File: config.mk
export PLATFORM = sky130hd
export DESIGN_NAME = mem_arbiter
export DESIGN_NICKNAME = d
export VERILOG_FILES = /design/src/rtl/mem_arbiter.sv
export SDC_FILE = /design/constraint.sdc
export NUM_CORES = 1
export LEC_CHECK = 0
export BUFFER_PORTS_ARGS = -buffer_cell sky130_fd_sc_hd__buf_2
export CELL_PAD_IN_SITES_DETAIL_PLACEMENT = 0
export CELL_PAD_IN_SITES_GLOBAL_PLACEMENT = 2
export CORE_MARGIN = 10
export CORE_UTILIZATION = 30
export DETAILED_ROUTE_END_ITERATION = 10
export PLACE_DENSITY = 0.82
export SLEW_MARGIN = 20
export SYNTH_ARGS = -nofsm -noshare
export SYNTH_HDL_FRONTEND = slang
export SYNTH_SLANG_ARGS = --single-unit
export TNS_END_PERCENT = 10
File: constraint.sdc
create_clock -name i_clk -period 3 [get_ports i_clk]
set_input_delay 0.15 -clock i_clk [delete_from_list [all_inputs] [get_ports i_clk]]
set_output_delay 0.15 -clock i_clk [all_outputs]
set_load 0.03 [all_outputs]
File: src/rtl/mem_arbiter.sv
// Two-requester (IFU/LSU) arbiter in front of a single memory port: IDLE -> ISSUE -> WAIT -> IDLE.
// Define MEM_ARB_RR_EN for round-robin grant; otherwise LSU has fixed priority over IFU.
module mem_arbiter #(
  parameter int ADDR_W         = 32,
  parameter int DATA_W         = 32,
  parameter int TIMEOUT_CYCLES = 255
) (
  input  logic                i_clk,
  input  logic                i_rst_n,
  input  logic                i_ifu_req_valid,
  output logic                o_ifu_req_ready,
  input  logic [ADDR_W-1:0]   i_ifu_addr,
  output logic                o_ifu_rsp_valid,
  output logic [DATA_W-1:0]   o_ifu_rdata,
  output logic                o_ifu_rsp_err,
  input  logic                i_lsu_req_valid,
  output logic                o_lsu_req_ready,
  input  logic [ADDR_W-1:0]   i_lsu_addr,
  input  logic                i_lsu_wen,
  input  logic [DATA_W-1:0]   i_lsu_wdata,
  input  logic [DATA_W/8-1:0] i_lsu_wmask,
  output logic                o_lsu_rsp_valid,
  output logic [DATA_W-1:0]   o_lsu_rdata,
  output logic                o_lsu_rsp_err,
  output logic                o_mem_valid,
  input  logic                i_mem_ready,
  output logic [ADDR_W-1:0]   o_mem_addr,
  output logic                o_mem_wen,
  output logic [DATA_W-1:0]   o_mem_wdata,
  output logic [DATA_W/8-1:0] o_mem_wmask,
  input  logic                i_mem_rsp_valid,
  input  logic [DATA_W-1:0]   i_mem_rdata,
  output logic                o_busy
);
  localparam int MASK_W = DATA_W / 8;
  localparam int CNT_W  = ($clog2(TIMEOUT_CYCLES + 1) > 8) ? $clog2(TIMEOUT_CYCLES + 1) : 8;

  typedef enum logic [1:0] {S_IDLE, S_ISSUE, S_WAIT} state_t;

  state_t           r_state;
  logic             r_owner_lsu;
  logic [CNT_W-1:0] r_cnt;
  logic             w_grant_lsu;
  logic             w_grant_ifu;
  logic             w_timeout;

`ifdef MEM_ARB_RR_EN
  // Set when the LSU wins a tie, i.e. the last accepted request came from the IFU.
  logic r_rr_lsu_fav;
  assign w_grant_lsu = i_lsu_req_valid && (!i_ifu_req_valid || r_rr_lsu_fav);
`else
  assign w_grant_lsu = i_lsu_req_valid;
`endif
  assign w_grant_ifu = i_ifu_req_valid && !w_grant_lsu;

  assign o_lsu_req_ready = (r_state == S_IDLE) && w_grant_lsu;
  assign o_ifu_req_ready = (r_state == S_IDLE) && w_grant_ifu;
  assign o_busy          = (r_state != S_IDLE);

  // r_cnt holds the number of WAIT cycles already elapsed, so this fires in the last allowed one.
  generate
    if (TIMEOUT_CYCLES == 0) begin : g_no_timeout
      assign w_timeout = 1'b0;
    end else begin : g_timeout
      assign w_timeout = (r_cnt == CNT_W'(TIMEOUT_CYCLES - 1));
    end
  endgenerate

  always_ff @(posedge i_clk or negedge i_rst_n) begin
    if (!i_rst_n) begin
      r_state         <= S_IDLE;
      r_owner_lsu     <= 1'b0;
      r_cnt           <= '0;
      o_mem_valid     <= 1'b0;
      o_mem_addr      <= '0;
      o_mem_wen       <= 1'b0;
      o_mem_wdata     <= '0;
      o_mem_wmask     <= '0;
      o_ifu_rsp_valid <= 1'b0;
      o_ifu_rdata     <= '0;
      o_ifu_rsp_err   <= 1'b0;
      o_lsu_rsp_valid <= 1'b0;
      o_lsu_rdata     <= '0;
      o_lsu_rsp_err   <= 1'b0;
`ifdef MEM_ARB_RR_EN
      r_rr_lsu_fav    <= 1'b1;
`endif
    end else begin
      o_ifu_rsp_valid <= 1'b0;
      o_ifu_rsp_err   <= 1'b0;
      o_lsu_rsp_valid <= 1'b0;
      o_lsu_rsp_err   <= 1'b0;
      case (r_state)
        S_IDLE: begin
          if (o_lsu_req_ready) begin
            o_mem_addr  <= i_lsu_addr;
            o_mem_wen   <= i_lsu_wen;
            o_mem_wdata <= i_lsu_wdata;
            o_mem_wmask <= i_lsu_wmask;
            o_mem_valid <= 1'b1;
            r_owner_lsu <= 1'b1;
            r_state     <= S_ISSUE;
`ifdef MEM_ARB_RR_EN
            r_rr_lsu_fav <= 1'b0;
`endif
          end else if (o_ifu_req_ready) begin
            o_mem_addr  <= i_ifu_addr;
            o_mem_wen   <= 1'b0;
            o_mem_wdata <= '0;
            o_mem_wmask <= {MASK_W{1'b1}};
            o_mem_valid <= 1'b1;
            r_owner_lsu <= 1'b0;
            r_state     <= S_ISSUE;
`ifdef MEM_ARB_RR_EN
            r_rr_lsu_fav <= 1'b1;
`endif
          end
        end
        S_ISSUE: begin
          if (i_mem_ready) begin
            o_mem_valid <= 1'b0;
            r_cnt       <= '0;
            r_state     <= S_WAIT;
          end
        end
        S_WAIT: begin
          if (i_mem_rsp_valid) begin
            if (r_owner_lsu) begin
              o_lsu_rsp_valid <= 1'b1;
              o_lsu_rdata     <= i_mem_rdata;
            end else begin
              o_ifu_rsp_valid <= 1'b1;
              o_ifu_rdata     <= i_mem_rdata;
            end
            r_state <= S_IDLE;
          end else if (w_timeout) begin
            if (r_owner_lsu) begin
              o_lsu_rsp_valid <= 1'b1;
              o_lsu_rsp_err   <= 1'b1;
              o_lsu_rdata     <= '0;
            end else begin
              o_ifu_rsp_valid <= 1'b1;
              o_ifu_rsp_err   <= 1'b1;
              o_ifu_rdata     <= '0;
            end
            r_state <= S_IDLE;
          end else begin
            r_cnt <= r_cnt + 1'b1;
          end
        end
        default: r_state <= S_IDLE;
      endcase
    end
  end
endmodule

==> impl_metrics.json <==
{
  "required_ps": 3290,
  "clk_latency_ps": 410,
  "synth_fa_ha_area_share_pct": 0.425,
  "ys_ff_latch": 149,
  "grt_pass1_wl_um": 33100,
  "ys_top_cells_by_area": "dfrtp_1 (63%), a32o_1 (11%), a22o_1 (5.1%)",
  "ir_drop_uv": 431,
  "ant_nets": 0,
  "post_cts_buffers": 0,
  "cts.sinks": 149,
  "hold_viol_final": 0,
  "fin_crit_sh_pct": 83.8,
  "period_minus_slack_ps": 2510,
  "std_cell_rows": 51,
  "routed_wl_um": 20900,
  "pwr-share-clk_pct": 20.4,
  "power.density_mw_per_mm2": 1130,
  "gp_congestion": 0.790,
  "avgRoutedWirePerCell_um": 18.2,
  "die_y_um": 160,
  "p_leak_nw": 4.61,
  "synth_nets": 631,
  "cp-end-kind": "flip-flop",
  "power.switching_mw": 4.56,
  "p_sw_share_pct": 43.6,
  "overflow": 0,
  "io_buffers": 279,
  "drc": 0,
  "synthMuxAreaShare_pct": 0,
  "comb_power_share_pct": 46.9,
  "layout_common_cells": "buf_2 (278), dfrtp_1 (149), dlygate4sd3_1 (114)",
  "area_growth_syn_to_layout_pct": 57.2,
  "die_area_mm2": 0.0256,
  "synth_compound_area_share_pct": 22.6,
  "yosys.area_share.simple_pct": 10.1,
  "ys.flop_type": "dfrtp_1",
  "clk_pin_slew_ps": 60,
  "synth.largest_area_cell": "dfrtp_1",
  "core-area_mm2": 0.0194,
  "first_pass_iters": 4,
  "hp-class": "in2reg",
  "drv_slew": 0,
  "rsz0062_at_grt": "no",
  "async_flop_share_pct": 100,
  "avgSynthCellArea_um2": 12.0,
  "critical-path-slowest-cell": "dlygate4sd3_1",
  "p_int_mw": 5.89,
  "tns_ps": 0,
  "final_cell_area_mm2": 0.00926,
  "die_x_um": 160,
  "status": "finished, final reports clean",
  "synth-xor-area-share_pct": 0,
  "grt_max_degree": 81,
  "drv_cap": 0,
  "synth_edf_count": 0,
  "worstPathArrival_ps": 2800,
  "tightest_slew_ps": 817,
  "htreeDepth": 4,
  "cts-root-buf": "clkbuf_16",
  "yosysSeqAreaShare_pct": 63.4,
  "netlist_instances": 490,
  "critPathMaxStageDelay_ps": 600,
  "dpl_cell_area_mm2": 0.00753,
  "cp_num_buf_inv": 2,
  "cts_buffers": 17,
  "p_seq_share_pct": 32.6,
  "cts_resized": 0,
  "synth_top_family_by_area": "compound AO/OA/AOI/OAI gates",
  "ys_types": 38,
  "yosys_warnings": 0,
  "post-place-ws_ps": 980,
  "setup.worst_path.class": "reg2reg",
  "netlist_area_mm2": 0.00589,
  "vias_per_cell": 4.91,
  "layout_commonest_cell": "buf_2",
  "grt_use_total_pct": 15.9,
  "fin_nets": 1010,
  "netlist.area_leader.share_pct": 63.4,
  "path_max_fanout": 21,
  "clock_skew_ps": 6.70,
  "finalWorstSetupSlack_ps": 486,
  "fin_util_pct": 47.7,
  "worstSetupStartpointType": "flip-flop",
  "cts_buffer_depth": 2,
  "layout-drive-gt1-share_pct": 37.6,
  "tritoncts": "built",
  "grt_pass1_vias": 6102,
  "cp_common_cell": "nand2_1",
  "fmax_mhz": 398,
  "antenna_found_initial": 1,
  "hpwl_um": 14700,
  "setup_viol": 0,
  "whs_ps": 8.71,
  "vias": 5637,
  "drt_iter0_markers": 342,
  "cpLargestDelayFamily": "buffers and inverters",
  "cts_hold_buf": 114,
  "slew_headroom_pct": 45.4,
  "crit_chain": "nor2_2 -> nand2_1 -> buf_4 -> nand2_1 -> a31oi_1 -> dlygate4sd3_1",
  "start_util_pct": 30.3,
  "num_io_pins": 280
}
final timing paths:
kind	startpoint	to	slack, ps	depth (start not counted)
setup / recovery	r_state[0]$_DFFE_PN0P_	o_mem_addr[7]$_DFFE_PN0P_	490	6
hold / removal	i_ifu_addr[24]	o_mem_addr[24]$_DFFE_PN0P_	9	3
setup reg to reg	r_state[0]$_DFFE_PN0P_	o_mem_addr[7]$_DFFE_PN0P_	490	6
hold reg to reg	o_ifu_rdata[30]$_DFFE_PN0P_	o_ifu_rdata[30]$_DFFE_PN0P_	490	1
max in group asynchronous	i_rst_n	o_lsu_rdata[22]$_DFFE_PN0P_	1770	3
min in group asynchronous	i_rst_n	o_ifu_rdata[0]$_DFFE_PN0P_	310	2
cells in the mapped netlist (2+ instances only):
| cell | n |
|---|---|
| nor3_1 | 2 |
| a211o_1 | 3 |
| and2_1 | 3 |
| nand3_1 | 5 |
| a32o_1 | 64 |
| clkbuf_1 | 22 |
| o21ai_0 | 4 |
| and3_1 | 2 |
| inv_2 | 4 |
| ha_1 | 2 |
| nor4b_1 | 2 |
| inv_1 | 3 |
| nor2_2 | 3 |
| o22a_1 | 4 |
| o2bb2ai_1 | 2 |
| dfrtp_1 | 149 |
| a31oi_1 | 33 |
| nand2_1 | 72 |
| buf_2 | 19 |
| nor2_1 | 37 |
| a21oi_1 | 4 |
| a22o_1 | 34 |
| nor2b_1 | 2 |
state kept, by name, indices dropped and copies added (netlist names):
name / flops
o_ifu_rsp_err: 1
o_mem_addr: 32
o_lsu_rsp_valid: 1
o_mem_wmask: 4
o_mem_wen: 1
r_state: 2
o_mem_wdata: 32
o_lsu_rdata: 32
o_mem_valid: 1
o_lsu_rsp_err: 1
r_owner_lsu: 1
r_cnt: 8
o_ifu_rsp_valid: 1
o_ifu_rdata: 32
area by class of cell:
class,count,area [um2]
inverter,7,26.3
multi-input combinational,292,1960
fill,1825,10100
antenna,1,2.50
clock inverter,12,143
tap,265,332
sequential,149,3730
clock buffer,19,443
timing repair buffer,402,2620
power by group through the flow:
stage,Combinational [mW],Sequential [mW],Clock (mW)
detailed placement,4.58,3.42,0
global route,5.25,3.50,2.29
finish,4.90,3.41,2.14
global placement,4.47,3.42,0
CTS,4.96,3.41,2.20
floorplan,1.44,4.98,0
layer usage:
| layer | global-route usage (%) | vias to the layer above | wire (um) |
|---|---|---|---|
| met5 | 0 | - | 0 |
| met2 | 26.4 | 257 | 10300 |
| met1 | 18.6 | 2764 | 8510 |
| met3 | 5.96 | 18 | 1790 |
| met4 | 5.18 | 0 | 261 |
| li1 | - | 2598 | - |
kinds of logic (layout without fill, tap and decap cells):
logic type,Yosys count,in the layout
other,0,1
DFF,149,149
AOI/OAI and AO/OA,155,155
adders and majority gates,2,2
buffers and inverters,49,440
and+or+nand+nor,135,135
worst min-delay path, cell delays in order:
cell and delay, ps:
buf_2 90, nand2_1 60, a31oi_1 80
through the flow:
stage	std cells	power (mW)
final	1147	10.4
after global routing	1147	11.0
after CTS	1146	10.6
after detailed placement	1001	8.00
after global placement	1001	7.89
after floorplan	490	6.42
(Power assumes the default switching activity.)
